==> src/rtl/ft232h_pkg.sv <==
// Shared types and helpers for the FT232H synchronous-245 transmit engine.
package ft232h_pkg;

   typedef enum logic [1:0] {
      ST_IDLE  = 2'd0,
      ST_SEND  = 2'd1,
      ST_FLUSH = 2'd2
   } state_e;

   localparam logic [3:0] HDR_MAGIC = 4'hA;

   // Bytes put on the bus per accepted word: payload bytes plus optional header.
   function automatic int unsigned nbeats(input int unsigned data_w, input int unsigned hdr_en);
      return (data_w / 32'd8) + ((hdr_en != 32'd0) ? 32'd1 : 32'd0);
   endfunction

endpackage

==> src/rtl/ft232h_tx_engine_if.sv <==
// Word stream from the acquisition path into the FT232H transmit engine.
interface ft232h_tx_engine_if #(
   parameter int unsigned DATA_W = 16,
   parameter int unsigned CH_W   = 2
);
   logic [DATA_W-1:0] data;
   logic [CH_W-1:0]   ch;
   logic              valid;
   logic              ready;

   modport master (output data, output ch, output valid, input ready);
   modport slave  (input data, input ch, input valid, output ready);
endinterface

==> src/rtl/ft232h_flush_timer.sv <==
// Idle-timeout counter, latched flush request and the single-cycle SIWU# pulse.
module ft232h_flush_timer #(
   parameter int unsigned FLUSH_IDLE = 64
) (
   input  logic clk_i,
   input  logic rst_n_i,
   input  logic idle_i,        // engine is in IDLE this cycle
   input  logic xfer_i,        // a byte is accepted by the FT232H at this edge
   input  logic accept_i,      // a word is accepted from the stream at this edge
   input  logic flush_i,       // single-cycle explicit flush request
   output logic flush_req_c_o, // combinational: a flush is wanted now
   output logic siwu_n_o
);

   localparam int unsigned CNT_W = (FLUSH_IDLE == 32'd0) ? 1 : $clog2(FLUSH_IDLE + 32'd1);
   localparam logic [CNT_W-1:0] CNT_MAX = CNT_W'(FLUSH_IDLE);

   logic [CNT_W-1:0] cnt_q, cnt_d;
   logic armed_q, armed_d;
   logic pend_q, pend_d;
   logic siwu_n_q, siwu_n_d;
   logic auto_c, fire_c;

   // Auto-flush only once something has been written since the last flush.
   assign auto_c        = (FLUSH_IDLE != 32'd0) && armed_q && (cnt_q == CNT_MAX);
   assign flush_req_c_o = flush_i || pend_q || auto_c;
   assign fire_c        = idle_i && flush_req_c_o;
   assign siwu_n_o      = siwu_n_q;

   // Next-state for the idle counter, arm flag and pending request.
   always_comb begin
      cnt_d    = cnt_q;
      armed_d  = armed_q;
      pend_d   = pend_q;
      siwu_n_d = !fire_c;
      if (xfer_i) armed_d = 1'b1;
      if (flush_i) pend_d = 1'b1;
      if (idle_i && armed_q && (FLUSH_IDLE != 32'd0) && (cnt_q != CNT_MAX))
         cnt_d = cnt_q + CNT_W'(1);
      if (accept_i) cnt_d = '0;
      if (fire_c) begin
         cnt_d   = '0;
         armed_d = 1'b0;
         pend_d  = 1'b0;
      end
   end

   // Timer state registers.
   always_ff @(posedge clk_i or negedge rst_n_i) begin
      if (!rst_n_i) begin
         cnt_q    <= '0;
         armed_q  <= 1'b0;
         pend_q   <= 1'b0;
         siwu_n_q <= 1'b1;
      end else begin
         cnt_q    <= cnt_d;
         armed_q  <= armed_d;
         pend_q   <= pend_d;
         siwu_n_q <= siwu_n_d;
      end
   end

endmodule

==> src/rtl/ft232h_tx_engine.sv <==
// FT232H sync-245 transmitter: serialises tagged words onto ADBUS with TXE# back-pressure.
module ft232h_tx_engine
   import ft232h_pkg::*;
#(
   parameter int unsigned DATA_W     = 16,
   parameter int unsigned NUM_CH     = 4,
   parameter int unsigned HDR_EN     = 1,
   parameter int unsigned FLUSH_IDLE = 64
) (
   input  logic                clk_i,
   input  logic                rst_n_i,
   ft232h_tx_engine_if.slave   s_if,
   input  logic                flush_i,
   input  logic                ft_txe_n_i,
   output logic [7:0]          ft_data_o,
   output logic                ft_wr_n_o,
   output logic                ft_siwu_n_o,
   output logic                ft_rd_n_o,
   output logic                ft_oe_n_o,
   output logic                ft_rst_n_o,
   output logic                ft_pwrsav_n_o,
   output logic [31:0]         stat_bytes_o,
   output logic [15:0]         stat_stall_o
);

   localparam int unsigned CH_W   = (NUM_CH > 32'd1) ? $clog2(NUM_CH) : 1;
   localparam int unsigned NB     = nbeats(DATA_W, HDR_EN);
   localparam int unsigned SR_W   = NB * 32'd8;
   localparam int unsigned BEAT_W = (NB > 32'd1) ? $clog2(NB) : 1;
   localparam logic [BEAT_W-1:0] BEAT_LAST = BEAT_W'(NB - 32'd1);

   state_e              state_q, state_d;
   logic [SR_W-1:0]     sr_q, sr_d;
   logic [BEAT_W-1:0]   beat_q, beat_d;
   logic                wr_n_q, wr_n_d;
   logic [31:0]         bytes_q;
   logic [15:0]         stall_q;

   logic [CH_W-1:0]     ch_c;
   logic [SR_W-1:0]     word_c;
   logic                last_c, xfer_c, ready_c, accept_c, flush_req_c;

   assign ch_c     = s_if.ch;
   assign last_c   = (beat_q == BEAT_LAST);
   assign xfer_c   = !wr_n_q && !ft_txe_n_i;
   assign accept_c = s_if.valid && ready_c;

   assign s_if.ready    = ready_c;
   assign ft_data_o     = sr_q[7:0];
   assign ft_wr_n_o     = wr_n_q;
   assign ft_rd_n_o     = 1'b1;
   assign ft_oe_n_o     = 1'b1;
   assign ft_rst_n_o    = 1'b1;
   assign ft_pwrsav_n_o = 1'b1;
   assign stat_bytes_o  = bytes_q;
   assign stat_stall_o  = stall_q;

   // Byte image of the incoming word, lowest byte goes out first.
   always_comb begin
      word_c = '0;
      if (HDR_EN != 32'd0) word_c = SR_W'({s_if.data, HDR_MAGIC, 4'(ch_c)});
      else                 word_c = SR_W'(s_if.data);
   end

   ft232h_flush_timer #(.FLUSH_IDLE(FLUSH_IDLE)) u_flush (
      .clk_i         (clk_i),
      .rst_n_i       (rst_n_i),
      .idle_i        (state_q == ST_IDLE),
      .xfer_i        (xfer_c),
      .accept_i      (accept_c),
      .flush_i       (flush_i),
      .flush_req_c_o (flush_req_c),
      .siwu_n_o      (ft_siwu_n_o)
   );

   // Next-state, handshake and shift-register control; a pending flush blocks new words.
   always_comb begin
      state_d = state_q;
      sr_d    = sr_q;
      beat_d  = beat_q;
      wr_n_d  = wr_n_q;
      ready_c = 1'b0;
      unique case (state_q)
         ST_IDLE: begin
            ready_c = !flush_req_c;
            if (flush_req_c) begin
               state_d = ST_FLUSH;
            end else if (s_if.valid) begin
               state_d = ST_SEND;
               sr_d    = word_c;
               beat_d  = '0;
               wr_n_d  = 1'b0;
            end
         end
         ST_SEND: begin
            ready_c = last_c && !ft_txe_n_i && !flush_req_c;
            if (xfer_c) begin
               if (!last_c) begin
                  sr_d   = sr_q >> 8;
                  beat_d = beat_q + BEAT_W'(1);
               end else if (s_if.valid && ready_c) begin
                  sr_d   = word_c;
                  beat_d = '0;
               end else begin
                  state_d = ST_IDLE;
                  beat_d  = '0;
                  wr_n_d  = 1'b1;
               end
            end
         end
         ST_FLUSH: state_d = ST_IDLE;
         default:  state_d = ST_IDLE;
      endcase
   end

   // Engine state registers; reset drops any partial word and releases WR#.
   always_ff @(posedge clk_i or negedge rst_n_i) begin
      if (!rst_n_i) begin
         state_q <= ST_IDLE;
         sr_q    <= '0;
         beat_q  <= '0;
         wr_n_q  <= 1'b1;
      end else begin
         state_q <= state_d;
         sr_q    <= sr_d;
         beat_q  <= beat_d;
         wr_n_q  <= wr_n_d;
      end
   end

   // Transfer count (wrapping) and stall count (saturating).
   always_ff @(posedge clk_i or negedge rst_n_i) begin
      if (!rst_n_i) begin
         bytes_q <= '0;
         stall_q <= '0;
      end else begin
         if (xfer_c) bytes_q <= bytes_q + 32'd1;
         if (!wr_n_q && ft_txe_n_i && (stall_q != 16'hFFFF)) stall_q <= stall_q + 16'd1;
      end
   end

endmodule

==> src/flat_wrapper.sv <==
// flat-port wrapper written by rule: the top's interface ports become plain ports
module ft232h_tx_engine_flat import ft232h_pkg::*;
#(
   parameter int unsigned DATA_W     = 16,
   parameter int unsigned NUM_CH     = 4,
   parameter int unsigned HDR_EN     = 1,
   parameter int unsigned FLUSH_IDLE = 64
)
  (clk_i, rst_n_i, flush_i, ft_txe_n_i, ft_data_o, ft_wr_n_o, ft_siwu_n_o, ft_rd_n_o, ft_oe_n_o, ft_rst_n_o, ft_pwrsav_n_o, stat_bytes_o, stat_stall_o, s_if_data, s_if_ch, s_if_valid, s_if_ready);
  ft232h_tx_engine_if #(.DATA_W(DATA_W), .CH_W(2)) s_if_i ();
  input  logic clk_i;
  input  logic rst_n_i;
  input  logic flush_i;
  input  logic ft_txe_n_i;
  output logic [7:0] ft_data_o;
  output logic ft_wr_n_o;
  output logic ft_siwu_n_o;
  output logic ft_rd_n_o;
  output logic ft_oe_n_o;
  output logic ft_rst_n_o;
  output logic ft_pwrsav_n_o;
  output logic [31:0] stat_bytes_o;
  output logic [15:0] stat_stall_o;
  input wire logic [$bits(s_if_i.data)-1:0] s_if_data;
  input wire logic [$bits(s_if_i.ch)-1:0] s_if_ch;
  input wire logic [$bits(s_if_i.valid)-1:0] s_if_valid;
  output wire logic [$bits(s_if_i.ready)-1:0] s_if_ready;
  assign s_if_i.data = s_if_data;
  assign s_if_i.ch = s_if_ch;
  assign s_if_i.valid = s_if_valid;
  assign s_if_ready = s_if_i.ready;
  ft232h_tx_engine #(.DATA_W(DATA_W), .NUM_CH(NUM_CH), .HDR_EN(HDR_EN), .FLUSH_IDLE(FLUSH_IDLE)) u_core (.clk_i(clk_i), .rst_n_i(rst_n_i), .s_if(s_if_i), .flush_i(flush_i), .ft_txe_n_i(ft_txe_n_i), .ft_data_o(ft_data_o), .ft_wr_n_o(ft_wr_n_o), .ft_siwu_n_o(ft_siwu_n_o), .ft_rd_n_o(ft_rd_n_o), .ft_oe_n_o(ft_oe_n_o), .ft_rst_n_o(ft_rst_n_o), .ft_pwrsav_n_o(ft_pwrsav_n_o), .stat_bytes_o(stat_bytes_o), .stat_stall_o(stat_stall_o));
endmodule
==> config.mk <==
export PLATFORM = sky130hd
export DESIGN_NAME = ft232h_tx_engine_flat
export DESIGN_NICKNAME = d
export VERILOG_FILES = /design/src/rtl/ft232h_pkg.sv /design/src/rtl/ft232h_tx_engine_if.sv /design/src/rtl/ft232h_flush_timer.sv /design/src/rtl/ft232h_tx_engine.sv /design/src/flat_wrapper.sv
export SDC_FILE = /design/constraint.sdc
export NUM_CORES = 1
export LEC_CHECK = 0
export ABC_AREA = 1
export BUFFER_PORTS_ARGS = -buffer_cell sky130_fd_sc_hd__buf_2
export CORE_MARGIN = 2
export CORE_UTILIZATION = 50
export CTS_CLUSTER_SIZE = 20
export DETAILED_ROUTE_END_ITERATION = 8
export PLACE_DENSITY_LB_ADDON = 0.08
export SLEW_MARGIN = 15
export SYNTH_ARGS = -nofsm -noshare
export SYNTH_HDL_FRONTEND = slang
export SYNTH_SLANG_ARGS = --single-unit
==> constraint.sdc <==
create_clock -name clk_i -period 4.52 [get_ports clk_i]
set_clock_uncertainty 0.2 [all_clocks]
set_input_delay 0.904 -clock clk_i [delete_from_list [all_inputs] [get_ports clk_i]]
set_output_delay 0.904 -clock clk_i [all_outputs]
set_load 0.1 [all_outputs]
; ---- Yosys cells after proc, flatten, opt, wreduce, memory -nomap -nowiden
; Index checks and enable logic that the tools add are counted.
; Widths: inputs -> output; s select.
[op_classes]
n_eq_ne = 12
add_sub_neg = 4
mux = 31
n_reduce_logical = 26
[ops]
columns = operator, count
row1 = $mux 24, 5
row2 = $pmux 24 s2, 1
row3 = $add 32x1->32 const B, 1
row4 = $mux 7, 3
row5 = $mux 2, 9
row6 = $add 16x1->16 const B, 1
row7 = $ne 16x16->1 const B, 1
row8 = $logic_and 1x1->1, 11
row9 = $mux 1, 9
row10 = $ne 2x2->1 const B, 4
row11 = $pmux 2 s2, 2
row12 = $reduce_and 4->1, 2
row13 = $add 7x1->7 const B, 1
row14 = $eq 7x7->1 const B, 1
row15 = $ne 7x7->1 const B, 1
row16 = $reduce_and 6->1, 1
row17 = $reduce_bool 2->1, 3
row18 = $reduce_and 5->1, 1
row19 = $logic_not 1->1, 4
row20 = $pmux 1 s2, 2
row21 = $ne 3x2->1 const B, 1
row22 = $ne 3x3->1 const B, 1
row23 = $reduce_bool 3->1, 1
row24 = $add 2x1->2 const B, 1
row25 = other kinds (5), 6
[word_totals]
ff_bits = 87

; ---- Logic depth before layout (Yosys ltp)
[depth]
ltp_word = 10
depth_mapped = 14

; ---- Cells and area by module
; From an unflattened synthesis, not the netlist that was laid out.
[unflattened]
cells_unflattened = 692
hier_area_um2 = 4988.5
[modules_own_cells]
columns = module, cells_per_inst, instances, area_per_inst_um2
row1 = ft232h_tx_engine, 608, 1, 4372.9
row2 = ft232h_flush_timer, 84, 1, 615.6

; ---- Least setup slack after synthesis
; No wires, ideal clock.
[synth_path]
kind = input to output
from = in flush_i
to = out s_if_ready
n_path_buf = 0
t_required_ps = 3416
path_stages = 5
setup_slack_ps = 1464
arrival_ps = 1952
cell_sequence = nor2_4 -> inv_1 -> nor2_2 -> nand3_1 -> nand2_1
[synth_between]
elab_chain_len = 5
[synth_rtl]
columns = item, line_no
row1 = from (decl), flat_wrapper.sv:13  ; input logic flush_i;
row2 = $logic_or 1x1->1 * (2 in a row), ft232h_flush_timer.sv:26  ; assign flush_req_c_o = flush_i || pend_q || auto_c;
row3 = $logic_not 1->1 *, "ft232h_tx_engine.sv:85, ft232h_tx_engine.sv:96"
row4 = $logic_and 1x1->1, ft232h_tx_engine.sv:96  ; ready_c = last_c && !ft_txe_n_i && !flush_req_c;
row5 = $pmux 1 s2 *, ft232h_tx_engine.sv:83  ; unique case (state_q)
row6 = to (decl), flat_wrapper.sv:27  ; output wire logic [$bits(s_if_i.ready)-1:0] s_if_ready;
; Every way passes the cells marked *; elsewhere a longest branch is shown, timed or not.

; ---- Final worst setup path
; Same ends and word-level chain as after synthesis.

==> qor.yml <==
final_layout:
  layout-drive-gt1-share: 0.192
  layout_common_cells: "nand2_1, dfrtp_1, buf_2, inv_1, nor2_1"
  area_delta_synth_final_pct: 13.2
  antennaDiodeCount: 0
  nets: 679
  final_common_cell: "nand2_1"
routing:
  dr.first_iter.drc_count: 148
  drc_errors: 0
  antenna_left: 0
  vias: 3789
  avgRoutedWirePerCell_um: 12.5
  routed_via_density: 4.93
  dr.pass1.iters: 4
  routed_wl_um: 9620
placed_design:
  gp_congestion: 0.839
  dpl.hpwl_um: 7070
  port_buffers: 81
clock_tree:
  clock_latency_ps: 360
  htree_levels: 3
  cts_setup_buffers: 0
  cts_buffers: 9
  cts_buffer_depth: 2
  cts.sinks: 87
  clkTransAtPathRegs_ps: 90
  cts_resized: 0
  clockRootBuffer: "clkbuf_8"
  hold_buffers: 0
  cts_tree: "done"
sta:
  setup_viol: 0
  slew_headroom: 0.423
  fmax_mhz: 328
  finalCritPeriodShare: 0.675
  period_needed_ps: 3050
  tightestPinTransition_ps: 863
  rsz0062_at_grt: "false"
  finalSetupTns_ps: 0
  hold_viol_final: 0
  final_max_slew_viol_count: 0
  holdWs_ps: 283
critical_path:
  rr_startpoint: "u_core.u_flush.cnt_q[0]"
  crit_path_end_kind: "output port"
  path_class: "input pin to output port"
  startpoint_type: "input pin"
  crit_start: "flush_i"
  critPathRequiredTime_ps: 3420
  crit_path_max_fanout: 6
  cp.arrival_ps: 1950
synthesis:
  synth_xor_area_frac: 0.0606
  syn-instance-count: 578
  synth_area_per_cell_sq_um: 8.01
  ys_ff_latch: 87
  ys_seq_area_frac: 0.471
  syn_area_sq_um: 4630
  synthSimpleGateAreaFrac: 0.293
  synth_adder_area_share: 0.0108
  ys_types: 31
  synth_compound_area_frac: 0.0592
  yosysWarningCount: 0
  muxShareOfSynthArea: 0.0216
  synth_top_family_by_area: "simple AND/OR/NAND/NOR gates"
die:
  rows: 35
  die_h_um: 100
  die_area_sq_um: 10000
  ios: 86
  die_width_um: 100
  start_util: 0.508
  fp.coreArea_sq_um: 9110
pwr:
  power_density_nw_per_um2: 601
  p_leak_nw: 2.72
  vdd_drop_max_mv: 0.424
run_status:
  outcome: "finished, final reports clean"
grt:
  grt-ovfl-total: 0
  antenna_found_initial: 0
  grt_max_degree: 62
  grt_pass1_vias: 3563
  grt_pass1_wl_um: 16000
  grt_use_total: 0.198
hold_path:
  hold_start: "u_core.sr_q[1]"
  holdCritPathClass: "flip-flop to flip-flop"
run:
  drv_cap: 0
path summary, 6_finish.rpt:
| kind | to | slack [ps] | depth (start not counted) |
|---|---|---|---|
| min in group asynchronous | u_core.stat_stall_o[14] | 410 | 1 |
| min reg2reg | u_core.sr_q[1] | 280 | 2 |
| max | s_if_ready | 1470 | 7 |
| max reg2reg | u_core.sr_q[2] | 2170 | 10 |
| min | u_core.sr_q[1] | 280 | 2 |
| max in group asynchronous | u_core.u_flush.cnt_q[6] | 2830 | 2 |
flip-flops by register name (all words and copies together), names as in the netlist:
register / count
u_core.u_flush.armed_q: 1
u_core.stat_bytes_o: 32
u_core.stat_stall_o: 16
u_core.beat_q: 2
u_core.u_flush.pend_q: 1
u_core.ft_wr_n_o: 1
u_core.sr_q: 24
u_core.u_flush.cnt_q: 7
u_core.u_flush.siwu_n_o: 1
u_core.state_q: 2
Yosys cell counts:
library cell    n  area (sq um)
nand4_1        11          68.8
o21bai_1        1          7.51
dfrtp_1        85          2130
o21ai_2         4          35.0
clkbuf_1        2          7.51
xnor2_1        10          87.6
nor2_2          6          37.5
ha_1            4          50.1
conb_1          1          3.75
nor3_1         20           100
and3_1          2          12.5
inv_1          58           218
nand2_1       178           668
o21ai_0        18          90.1
nor2_4          4          45.0
buf_2           5          25.0
mux2i_1        10           100
a21oi_4         1          16.3
buf_4          12          90.1
nor2_1         47           176
nand2_2         6          37.5
and2_1          1          6.26
dfstp_2         2          52.6
nand3_2         2          20.0
nand3_1        32           160
xor2_1         22           193
inv_2           3          11.3
nand3b_1        3          22.5
a21oi_1         2          10.0
o21ai_1        23           115
buf_6           3          33.8
layout make-up:
type | count | area (sq um)
inverters | 61 | 229
clock inverters | 7 | 80.1
flip-flops and latches | 87 | 2180
repair buffers | 82 | 415
clock buffers | 9 | 124
fillers | 869 | 3870
well taps | 111 | 139
multi-input cells | 411 | 2070
worst max-delay path, cell delays in order:
cell	delay (ps)
buf_2	110
nor2_4	140
inv_1	70
nor2_2	140
nand3_1	80
nand2_1	80
buf_2	420
routing by layer:
| metal | part of all wire | routed length (um) | global-route usage |
|---|---|---|---|
| met1 | 0.48 | 4590 | 0.266 |
| met2 | 0.46 | 4420 | 0.320 |
| met4 | 0.019 | 181 | 0.0801 |
| met3 | 0.044 | 423 | 0.0341 |
| met5 | 0 | 0 | 0 |
logic make-up after synthesis:
group,count (synthesis)
other,1
DFF,87
xor gates and xnor gates,32
buffers and inverters,83
AOI/OAI and AO/OA,49
muxes,10
and+or+nand+nor,312
adders and majority gates,4
report_power, final:
| part | total [mW] | internal (mW) | switching [mW] |
|---|---|---|---|
| clock | 0.564 | 0.261 | 0.303 |
| sequential | 1.13 | 0.975 | 0.156 |
| combinational | 1.45 | 0.278 | 1.18 |
through the flow:
step	util	std cells	instance area (sq um)	worst slack, ps	total power, mW
after floorplan	-	581	4640	1460	2.42
after global placement	0.553	752	5040	1500	2.58
after detailed placement	0.553	752	5040	1470	2.61
after CTS	0.575	768	5240	1470	3.18
after global routing	0.575	768	5240	1330	3.34
final	0.575	768	5240	1470	3.15
No activity file was read; power rests on OpenSTA's default activity.
